### config.mk
export PLATFORM = sky130hd
export DESIGN_NAME = wave_analyzer
export DESIGN_NICKNAME = d
export VERILOG_FILES = /design/src/rtl/wave_pkg.sv /design/src/rtl/wave_shape_classifier.sv /design/src/rtl/wave_analyzer.sv
export SDC_FILE = /design/constraint.sdc
export NUM_CORES = 1
export LEC_CHECK = 0
export BUFFER_PORTS_ARGS = -buffer_cell sky130_fd_sc_hd__buf_2
export CAP_MARGIN = 20
export CORE_ASPECT_RATIO = 0.5
export CORE_MARGIN = 3
export CORE_UTILIZATION = 50
export CTS_CLUSTER_DIAMETER = 30
export DETAILED_ROUTE_END_ITERATION = 16
export GPL_ROUTABILITY_DRIVEN = 0
export MAX_ROUTING_LAYER = met4
export PLACE_DENSITY = 0.8
export SLEW_MARGIN = 20
export SYNTH_ARGS = -nofsm -noshare
export SYNTH_HDL_FRONTEND = slang
export SYNTH_SLANG_ARGS = --single-unit
### constraint.sdc
create_clock -name Clock -period 7.2 [get_ports Clock]
set_clock_uncertainty 0.05 [all_clocks]
set_input_delay 1.44 -clock Clock [delete_from_list [all_inputs] [get_ports Clock]]
set_output_delay 1.44 -clock Clock [all_outputs]
set_load 0.02 [all_outputs]
### src/rtl/wave_pkg.sv
// Shared encodings and sizes for the wave generator / analyzer pair.
package wave_pkg;

   localparam int unsigned SAMPLE_W             = 8;
   localparam int unsigned COUNT_W              = 9;
   localparam int unsigned WAVE_TIMEOUT_SAMPLES = 256;

   localparam logic [1:0] WAVE_SAW     = 2'b00;
   localparam logic [1:0] WAVE_SQUARE  = 2'b01;
   localparam logic [1:0] WAVE_TRI     = 2'b10;
   localparam logic [1:0] WAVE_UNKNOWN = 2'b11;

   // One period report: recovered frequency setting plus shape code.
   typedef struct packed {
      logic [SAMPLE_W-1:0] freq;
      logic [1:0]          wtype;
   } wave_report_t;

endpackage

### src/rtl/wave_shape_classifier.sv
// Per-period shape tracking; reports the wave type when a period closes.
module wave_shape_classifier
   import wave_pkg::*;
(
   input  logic                Clock,
   input  logic                ResetN,
   input  logic [SAMPLE_W-1:0] sample,
   input  logic [SAMPLE_W-1:0] prev,
   input  logic                clear,
   input  logic                advance,
   output logic [1:0]          wave_type_c
);

   // Triangle phase: start, rising, single flat peak, falling.
   localparam logic [1:0] TRI_START = 2'd0;
   localparam logic [1:0] TRI_UP    = 2'd1;
   localparam logic [1:0] TRI_FLAT  = 2'd2;
   localparam logic [1:0] TRI_DOWN  = 2'd3;

   logic                bin_ok_q, saw_ok_q, tri_ok_q, seen_00_q, seen_ff_q;
   logic                bin_ok_nxt, saw_ok_nxt, tri_ok_nxt, seen_00_nxt, seen_ff_nxt;
   logic [1:0]          tri_phase_q, tri_phase_nxt;
   logic [SAMPLE_W-1:0] delta_c;
   logic                step_up_c, step_flat_c, step_down_c;

   assign delta_c     = sample - prev;
   assign step_up_c   = (delta_c == 8'h01);
   assign step_flat_c = (delta_c == 8'h00);
   assign step_down_c = (delta_c == 8'hFF);

   // Flag update: re-arm on the period-opening sample, fold in each later sample.
   always_comb begin
      bin_ok_nxt    = bin_ok_q;
      saw_ok_nxt    = saw_ok_q;
      tri_ok_nxt    = tri_ok_q;
      seen_00_nxt   = seen_00_q;
      seen_ff_nxt   = seen_ff_q;
      tri_phase_nxt = tri_phase_q;
      if (clear) begin
         bin_ok_nxt    = 1'b1;
         saw_ok_nxt    = 1'b1;
         tri_ok_nxt    = 1'b1;
         seen_00_nxt   = (sample == 8'h00);
         seen_ff_nxt   = (sample == 8'hFF);
         tri_phase_nxt = TRI_START;
      end else if (advance) begin
         bin_ok_nxt  = bin_ok_q & ((sample == 8'h00) | (sample == 8'hFF));
         saw_ok_nxt  = saw_ok_q & step_up_c;
         seen_00_nxt = seen_00_q | (sample == 8'h00);
         seen_ff_nxt = seen_ff_q | (sample == 8'hFF);
         case (tri_phase_q)
            TRI_START: begin
               if (step_up_c) tri_phase_nxt = TRI_UP;
               else           tri_ok_nxt    = 1'b0;
            end
            TRI_UP: begin
               if (step_flat_c)      tri_phase_nxt = TRI_FLAT;
               else if (step_down_c) tri_phase_nxt = TRI_DOWN;
               else if (!step_up_c)  tri_ok_nxt    = 1'b0;
            end
            TRI_FLAT: begin
               if (step_down_c) tri_phase_nxt = TRI_DOWN;
               else             tri_ok_nxt    = 1'b0;
            end
            default: begin
               if (!step_down_c) tri_ok_nxt = 1'b0;
            end
         endcase
      end
   end

   // Flag registers.
   always_ff @(posedge Clock) begin
      if (!ResetN) begin
         bin_ok_q    <= 1'b0;
         saw_ok_q    <= 1'b0;
         tri_ok_q    <= 1'b0;
         seen_00_q   <= 1'b0;
         seen_ff_q   <= 1'b0;
         tri_phase_q <= TRI_START;
      end else begin
         bin_ok_q    <= bin_ok_nxt;
         saw_ok_q    <= saw_ok_nxt;
         tri_ok_q    <= tri_ok_nxt;
         seen_00_q   <= seen_00_nxt;
         seen_ff_q   <= seen_ff_nxt;
         tri_phase_q <= tri_phase_nxt;
      end
   end

   // Priority decode; prev is the period's last sample when the boundary arrives.
   always_comb begin
      wave_type_c = WAVE_UNKNOWN;
      if (bin_ok_q && seen_00_q && seen_ff_q)
         wave_type_c = WAVE_SQUARE;
      else if (saw_ok_q)
         wave_type_c = WAVE_SAW;
      else if (tri_ok_q && (tri_phase_q != TRI_START) && (prev == 8'h01))
         wave_type_c = WAVE_TRI;
   end

endmodule

### src/rtl/wave_analyzer.sv
// Period/shape recovery for the synth sample stream.
// Build option: WAVE_ANALYZER_LOCK_EN enables LOCK_PERIODS-deep lock qualification.
module wave_analyzer
   import wave_pkg::*;
#(
   parameter int unsigned LOCK_PERIODS = 2
)
(
   input  logic                Clock,
   input  logic                ResetN,
   input  logic                SampleValid,
   input  logic [SAMPLE_W-1:0] Waveform,
   output logic [SAMPLE_W-1:0] Frequency,
   output logic [1:0]          WaveType,
   output logic                Locked,
   output logic                Update,
   output logic                Timeout
);

   localparam logic [0:0] SEEK    = 1'b0;
   localparam logic [0:0] MEASURE = 1'b1;

   logic [0:0]          state_q, state_nxt;
   logic [COUNT_W-1:0]  count_q, count_nxt;
   logic [SAMPLE_W-1:0] prev_q, prev_nxt;
   logic [SAMPLE_W-1:0] freq_nxt;
   logic [1:0]          type_nxt;
   logic                locked_nxt, update_nxt, timeout_nxt;
   logic                boundary_c, clear_c, advance_c;
   logic [1:0]          shape_c;
   wave_report_t        rep_c, last_rep_c;

`ifdef WAVE_ANALYZER_LOCK_EN
   localparam int unsigned         MATCH_W  = 4;
   localparam logic [MATCH_W-1:0]  LOCK_TGT = MATCH_W'(LOCK_PERIODS);
   logic [MATCH_W-1:0] match_q, match_nxt;
`else
   logic unused_lock_periods;
   assign unused_lock_periods = ^LOCK_PERIODS;
`endif

   assign boundary_c = (Waveform == 8'h00) && (prev_q != 8'h00);
   assign rep_c      = {SAMPLE_W'(count_q - COUNT_W'(1)), shape_c};
   assign last_rep_c = {Frequency, WaveType};

   wave_shape_classifier u_shape (
      .Clock       (Clock),
      .ResetN      (ResetN),
      .sample      (Waveform),
      .prev        (prev_q),
      .clear       (clear_c),
      .advance     (advance_c),
      .wave_type_c (shape_c)
   );

   // Next-state, period counting, reporting, timeout and lock qualification.
   always_comb begin
      state_nxt   = state_q;
      count_nxt   = count_q;
      prev_nxt    = prev_q;
      freq_nxt    = Frequency;
      type_nxt    = WaveType;
      locked_nxt  = Locked;
      update_nxt  = 1'b0;
      timeout_nxt = 1'b0;
      clear_c     = 1'b0;
      advance_c   = 1'b0;
`ifdef WAVE_ANALYZER_LOCK_EN
      match_nxt   = match_q;
`endif
      if (SampleValid) begin
         prev_nxt = Waveform;
         case (state_q)
            SEEK: begin
               if (boundary_c) begin
                  state_nxt = MEASURE;
                  count_nxt = COUNT_W'(1);
                  clear_c   = 1'b1;
               end
            end
            default: begin
               if (boundary_c) begin
                  freq_nxt   = rep_c.freq;
                  type_nxt   = rep_c.wtype;
                  update_nxt = 1'b1;
                  count_nxt  = COUNT_W'(1);
                  clear_c    = 1'b1;
`ifdef WAVE_ANALYZER_LOCK_EN
                  if ((rep_c.wtype != WAVE_UNKNOWN) && (rep_c == last_rep_c))
                     match_nxt = (match_q >= LOCK_TGT) ? LOCK_TGT : match_q + MATCH_W'(1);
                  else
                     match_nxt = (rep_c.wtype != WAVE_UNKNOWN) ? MATCH_W'(1) : MATCH_W'(0);
                  locked_nxt = (match_nxt == LOCK_TGT);
`else
                  locked_nxt = (rep_c.wtype != WAVE_UNKNOWN);
`endif
               end else if (count_q == COUNT_W'(WAVE_TIMEOUT_SAMPLES)) begin
                  timeout_nxt = 1'b1;
                  freq_nxt    = 8'h00;
                  type_nxt    = WAVE_UNKNOWN;
                  locked_nxt  = 1'b0;
                  state_nxt   = SEEK;
`ifdef WAVE_ANALYZER_LOCK_EN
                  match_nxt   = MATCH_W'(0);
`endif
               end else begin
                  count_nxt = count_q + COUNT_W'(1);
                  advance_c = 1'b1;
               end
            end
         endcase
      end
   end

   // State and output registers.
   always_ff @(posedge Clock) begin
      if (!ResetN) begin
         state_q   <= SEEK;
         count_q   <= '0;
         prev_q    <= 8'h00;
         Frequency <= 8'h00;
         WaveType  <= WAVE_UNKNOWN;
         Locked    <= 1'b0;
         Update    <= 1'b0;
         Timeout   <= 1'b0;
      end else begin
         state_q   <= state_nxt;
         count_q   <= count_nxt;
         prev_q    <= prev_nxt;
         Frequency <= freq_nxt;
         WaveType  <= type_nxt;
         Locked    <= locked_nxt;
         Update    <= update_nxt;
         Timeout   <= timeout_nxt;
      end
   end

`ifdef WAVE_ANALYZER_LOCK_EN
   // Consecutive-match counter.
   always_ff @(posedge Clock) begin
      if (!ResetN) match_q <= '0;
      else         match_q <= match_nxt;
   end
`endif

endmodule

# Word level (Yosys, flattened, before mapping)
# Cells that the tools add are included.
# op_classes
bitwise	8
n_eq_ne	13
n_addsub	3
muxes	41
reduce_logical	21
# op_table
op	n
9-bit two-way mux	4
1-bit two-way mux	26
8-bit by 1-bit equality test with 1-bit output (second input constant)	2
8-bit equality test (second input constant)	2
8-bit logical NOT	2
8-bit two-way mux	2
2-bit two-way mux	7
3-bit AND reduction	4
9-bit by 1-bit adder with 9-bit output (second input constant)	1
9-bit equality test (second input constant)	1
3-bit != test (second input constant)	3
2-bit nonzero test	4
8-bit nonzero test	1
8-bit by 1-bit subtractor with 8-bit output (second input constant)	1
8-bit subtractor	1
2-bit one-hot mux with 3 select lines	1
1-bit logical AND	5
2-bit != test (second input constant)	2
4-bit AND reduction	1
4-bit OR reduction	1
1-bit NOT	3
1-bit bitwise OR	3
3-bit nonzero test	1
1-bit AND	2
other kinds (6)	6
# word_totals
wordCells	100
inputBits	11
register_bits	38
out_inout_bits	13

# Logic depth before layout (Yosys ltp)
# logic_depth
ltp_word	8
depth_mapped	12
ltp_nobuf	12

# Hierarchy
# A second synthesis with hierarchy kept.
# hier_totals
cells_unflattened	300
hier_area_um2	2463.6
# modules_own_cells
module	cells_per_inst	instances	area_per_inst_um2	seq_area_each_um2
wave_analyzer	167	1	1461.4	620.6
wave_shape_classifier	133	1	1002.2	140.1

# Worst setup path after synthesis
# OpenSTA, ideal clock, no wires.
# synth_path
path_kind	input to register
from	input port Waveform[0]
to	register u_shape.tri_phase_q[0]
n_path_buf	0
cell_stages	12
slack_ps	3371
setup_time_ps	79
t_arrival_ps	3700
required_ps	7071
cell_sequence	inv_1 ha_1 inv_1 fa_1 a211oi_2 or2_1 nand4_1 or4b_1 or4_4 nand2_2 a21oi_2 a211oi_2
# synth_via
elab_chain_cells	6
elab_cells_between_ends	17
classes_between	add/sub: 1; eq/ne: 3; mux: 8; reduce/logical: 5
# synth_lines
item	line	source
from (decl)	wave_analyzer.sv:12	input logic [SAMPLE_W-1:0] Waveform,
branches (longest 6 deep; another with 8-bit subtractor)	--	
to (signal assigned)	wave_shape_classifier.sv:87	tri_phase_q <= tri_phase_nxt;
to (decl)	wave_shape_classifier.sv:22	logic [1:0] tri_phase_q, tri_phase_nxt;
# Parallel ways; which one is timed is not known.
# A chain may end at the register's enable or synchronous reset.

# Worst setup path after layout
# layout_path
from	input port Waveform[0]
to	register u_shape.tri_phase_q[1]
# Same word-level chain as after synthesis.

==> metrics.cfg <==
[sta]
finalSetupTns_ps = 0
slew_viol_final = 0
finalSetupViolCount = 0
fin_crit_sh_pct = 53.6
worst_pin_slew_ps = 636
clock.fmax_ghz = 0.259
relSlewSlack_pct = 57.5
worst_slack_ps = 3340
hold_ws_ps = 402
rsz0062_at_grt = no
post-route-min-period_ps = 3860
hold_violations = 0

[flow_run]
maxCapViolCount = 0

[finish]
drive_above_1_share_pct = 13.1
nets = 324
n_fill_cell = 343
area_growth_pct = 11.3
antenna_cells = 0

[route]
drt_first_pass_iters = 4
vias = 2010
wl_mm = 5.03
drt_iter0_markers = 134
wl_per_cell_um = 14.3
viasPerCell = 5.73
ant_nets = 0
drc_errors = 0

[power]
vdd_drop_max_mv = 0.102
p_leak_nw = 1.12
p_total_w = 0.000459
p_per_area_mw_per_mm2 = 182

[outcome]
outcome = completed

[placed_design]
portBuffers = 23
pre_cts_ws_ps = 3090
dp_hpwl_mm = 3.72

[floorplanning]
core.rowCount = 16
die_width_um = 101
die-area_mm2 = 0.00542
boundaryPins = 24
core_mm2 = 0.00412
die_h_um = 53.6
start_util_pct = 54.9

[cts]
cts_buffers = 5
cts_root_buf = clkbuf_8
cts_tree = built
cts_max_level = 2
cts_resized = 0
clockBufferDepth = 2
clk_pin_slew_ps = 70
holdBufCountCts = 0
clock_latency_ps = 290
numClockSinks = 38
post_cts_buffers = 0

[synth]
synth_area_per_cell_um2 = 8.18
synth_top_cell_by_area = dfxtp_1
synthesis.area_mm2 = 0.00227
ys_top_cells_by_count = dfxtp_1 (38), nand2_1 (32), o21ai_0 (21)
synthFlopType = dfxtp_1
syn-num-nets = 304
seq_area_frac_synth_pct = 33.6
synth.area.top_cells = dfxtp_1 (34%), ha_1 (8.3%), nand2_1 (5.3%), nor2b_1 (5.2%), o21ai_0 (4.6%)
ys_ff_latch = 38
yosysUniqueCellTypes = 52
synth-edff-count = 0
synth_top_area_share_pct = 33.6
syn_inst = 277
yosysWarnings = 0
post-synth-top-count-cell = dfxtp_1
async_flop_share_pct = 0

[setup_path]
rrSetupSlack_ps = 4200
required_ps = 7340
worstRegToRegCells = 11
worstReg2RegEnd = u_shape.tri_phase_q[1]$_SDFFE_PP0P_
r2r-start = prev_q[0]$_SDFFE_PN0P_
cp_max_fo = 4
endpoint_kind = flop
criticalPathCategory = in2reg
cp.arrival_ps = 4000
start_kind = primary input

[global_route]
grt.overflow.total = 0
grt_pass1_wl_mm = 8.45
grt_usage_pct = 20.3
antenna_found_initial = 0
grt_start_max_net_pins = 31
first_global_vias = 1897

[hold_path]
min_from = Frequency[6]$_SDFFE_PN0P_
hp-class = reg2reg
hold_path_depth = 2
whs_endpoint = Frequency[6]$_SDFFE_PN0P_

[placed cells by master (no fill, tap or decap), types with 3 or more instances in the layout]
cell type / n
or3_1: 3
o21bai_1: 3
nand4_1: 7
inv_1: 17
dfxtp_1: 38
nor2_1: 19
nor2b_1: 19
ha_1: 15
xnor2_1: 5
nand2_1: 32
buf_2: 23
nor4_1: 3
o21ai_0: 21
clkbuf_8: 6
nor3_1: 5
xor2_1: 6
nand2b_1: 3
a21oi_1: 11
nand3_1: 7
and3_1: 6
mux2i_1: 9
[layout make-up]
cell class,count,area (um^2),area share (%)
clock inverters,1,30.0,1.19
flip-flops and latches,38,761,30.2
inverters,17,63.8,2.53
well taps,54,67.6,2.68
clock buffers,6,82.6,3.28
multi-input cells,212,1400,55.6
repair buffers,23,115,4.57
[registers in the layout, summed over array words and instances, names as in the netlist, 2 cells and up]
signal               cells
Frequency                8
WaveType                 2
count_q                  9
prev_q                   8
u_shape.tri_phase_q      2
[where the power goes]
group | internal (W) | switching, W | total [W]
sequential | 0.000213 | 0.00000237 | 0.000215
clock | 0.000111 | 0.0000742 | 0.000185
combinational | 0.0000248 | 0.0000341 | 0.0000589
[how the worst max path moves through the flow]
stage,depth (start not counted),slack [ps],startpoint,end
6_report,13,3340,Waveform[0],u_shape.tri_phase_q[1]$_SDFFE_PP0P_
5_1_grt,13,3200,Waveform[0],u_shape.tri_phase_q[0]$_SDFFE_PP0P_
4_1_cts,13,3360,Waveform[0],u_shape.tri_phase_q[1]$_SDFFE_PP0P_
3_5_place_dp,13,3090,Waveform[0],u_shape.tri_phase_q[1]$_SDFFE_PP0P_
3_3_place_gp,13,3170,Waveform[0],u_shape.tri_phase_q[0]$_SDFFE_PP0P_
2_1_floorplan,12,3370,Waveform[0],u_shape.tri_phase_q[0]$_SDFFE_PP0P_
[logic make-up after synthesis]
logic type | share of synthesized area [%]
simple gates | 26.9
fa+ha+maj | 9.17
xor+xnor | 4.25
buf+inv | 4.58
mux | 3.98
flops | 33.6
compound gates | 17.6
[through the flow]
stage               util (%)  cells  cell area (um^2)
floorplan                  -    277              2270
global placement        58.4    344              2410
CTS                     61.1    351              2520
finish                  61.1    351              2520
detailed placement      58.4    344              2410
global route            61.1    351              2520
[per-layer routing]
| metal | share of wire (%) | wire (um) | up-vias | global-route usage, % |
|---|---|---|---|---|
| met5 | 0 | 0 | - | - |
| met4 | 1.5 | 74 | 0 | 6.84 |
| met3 | 5.2 | 261 | 9 | 4.27 |
| met2 | 47 | 2390 | 56 | 34.4 |
| met1 | 46 | 2310 | 938 | 24.5 |
| li1 | - | - | 1007 | - |
[worst max-delay path, stage by stage]
cell and delay [ps]:
buf_2 120, inv_1 80, ha_1 160, inv_1 50
fa_1 410, a211oi_2 260, or2_1 160, nand4_1 70
or4b_1 470, or4_4 460, o211ai_1 120, nand4_1 110
o311ai_1 100
Note: power is estimated with default switching activity, not from simulation.
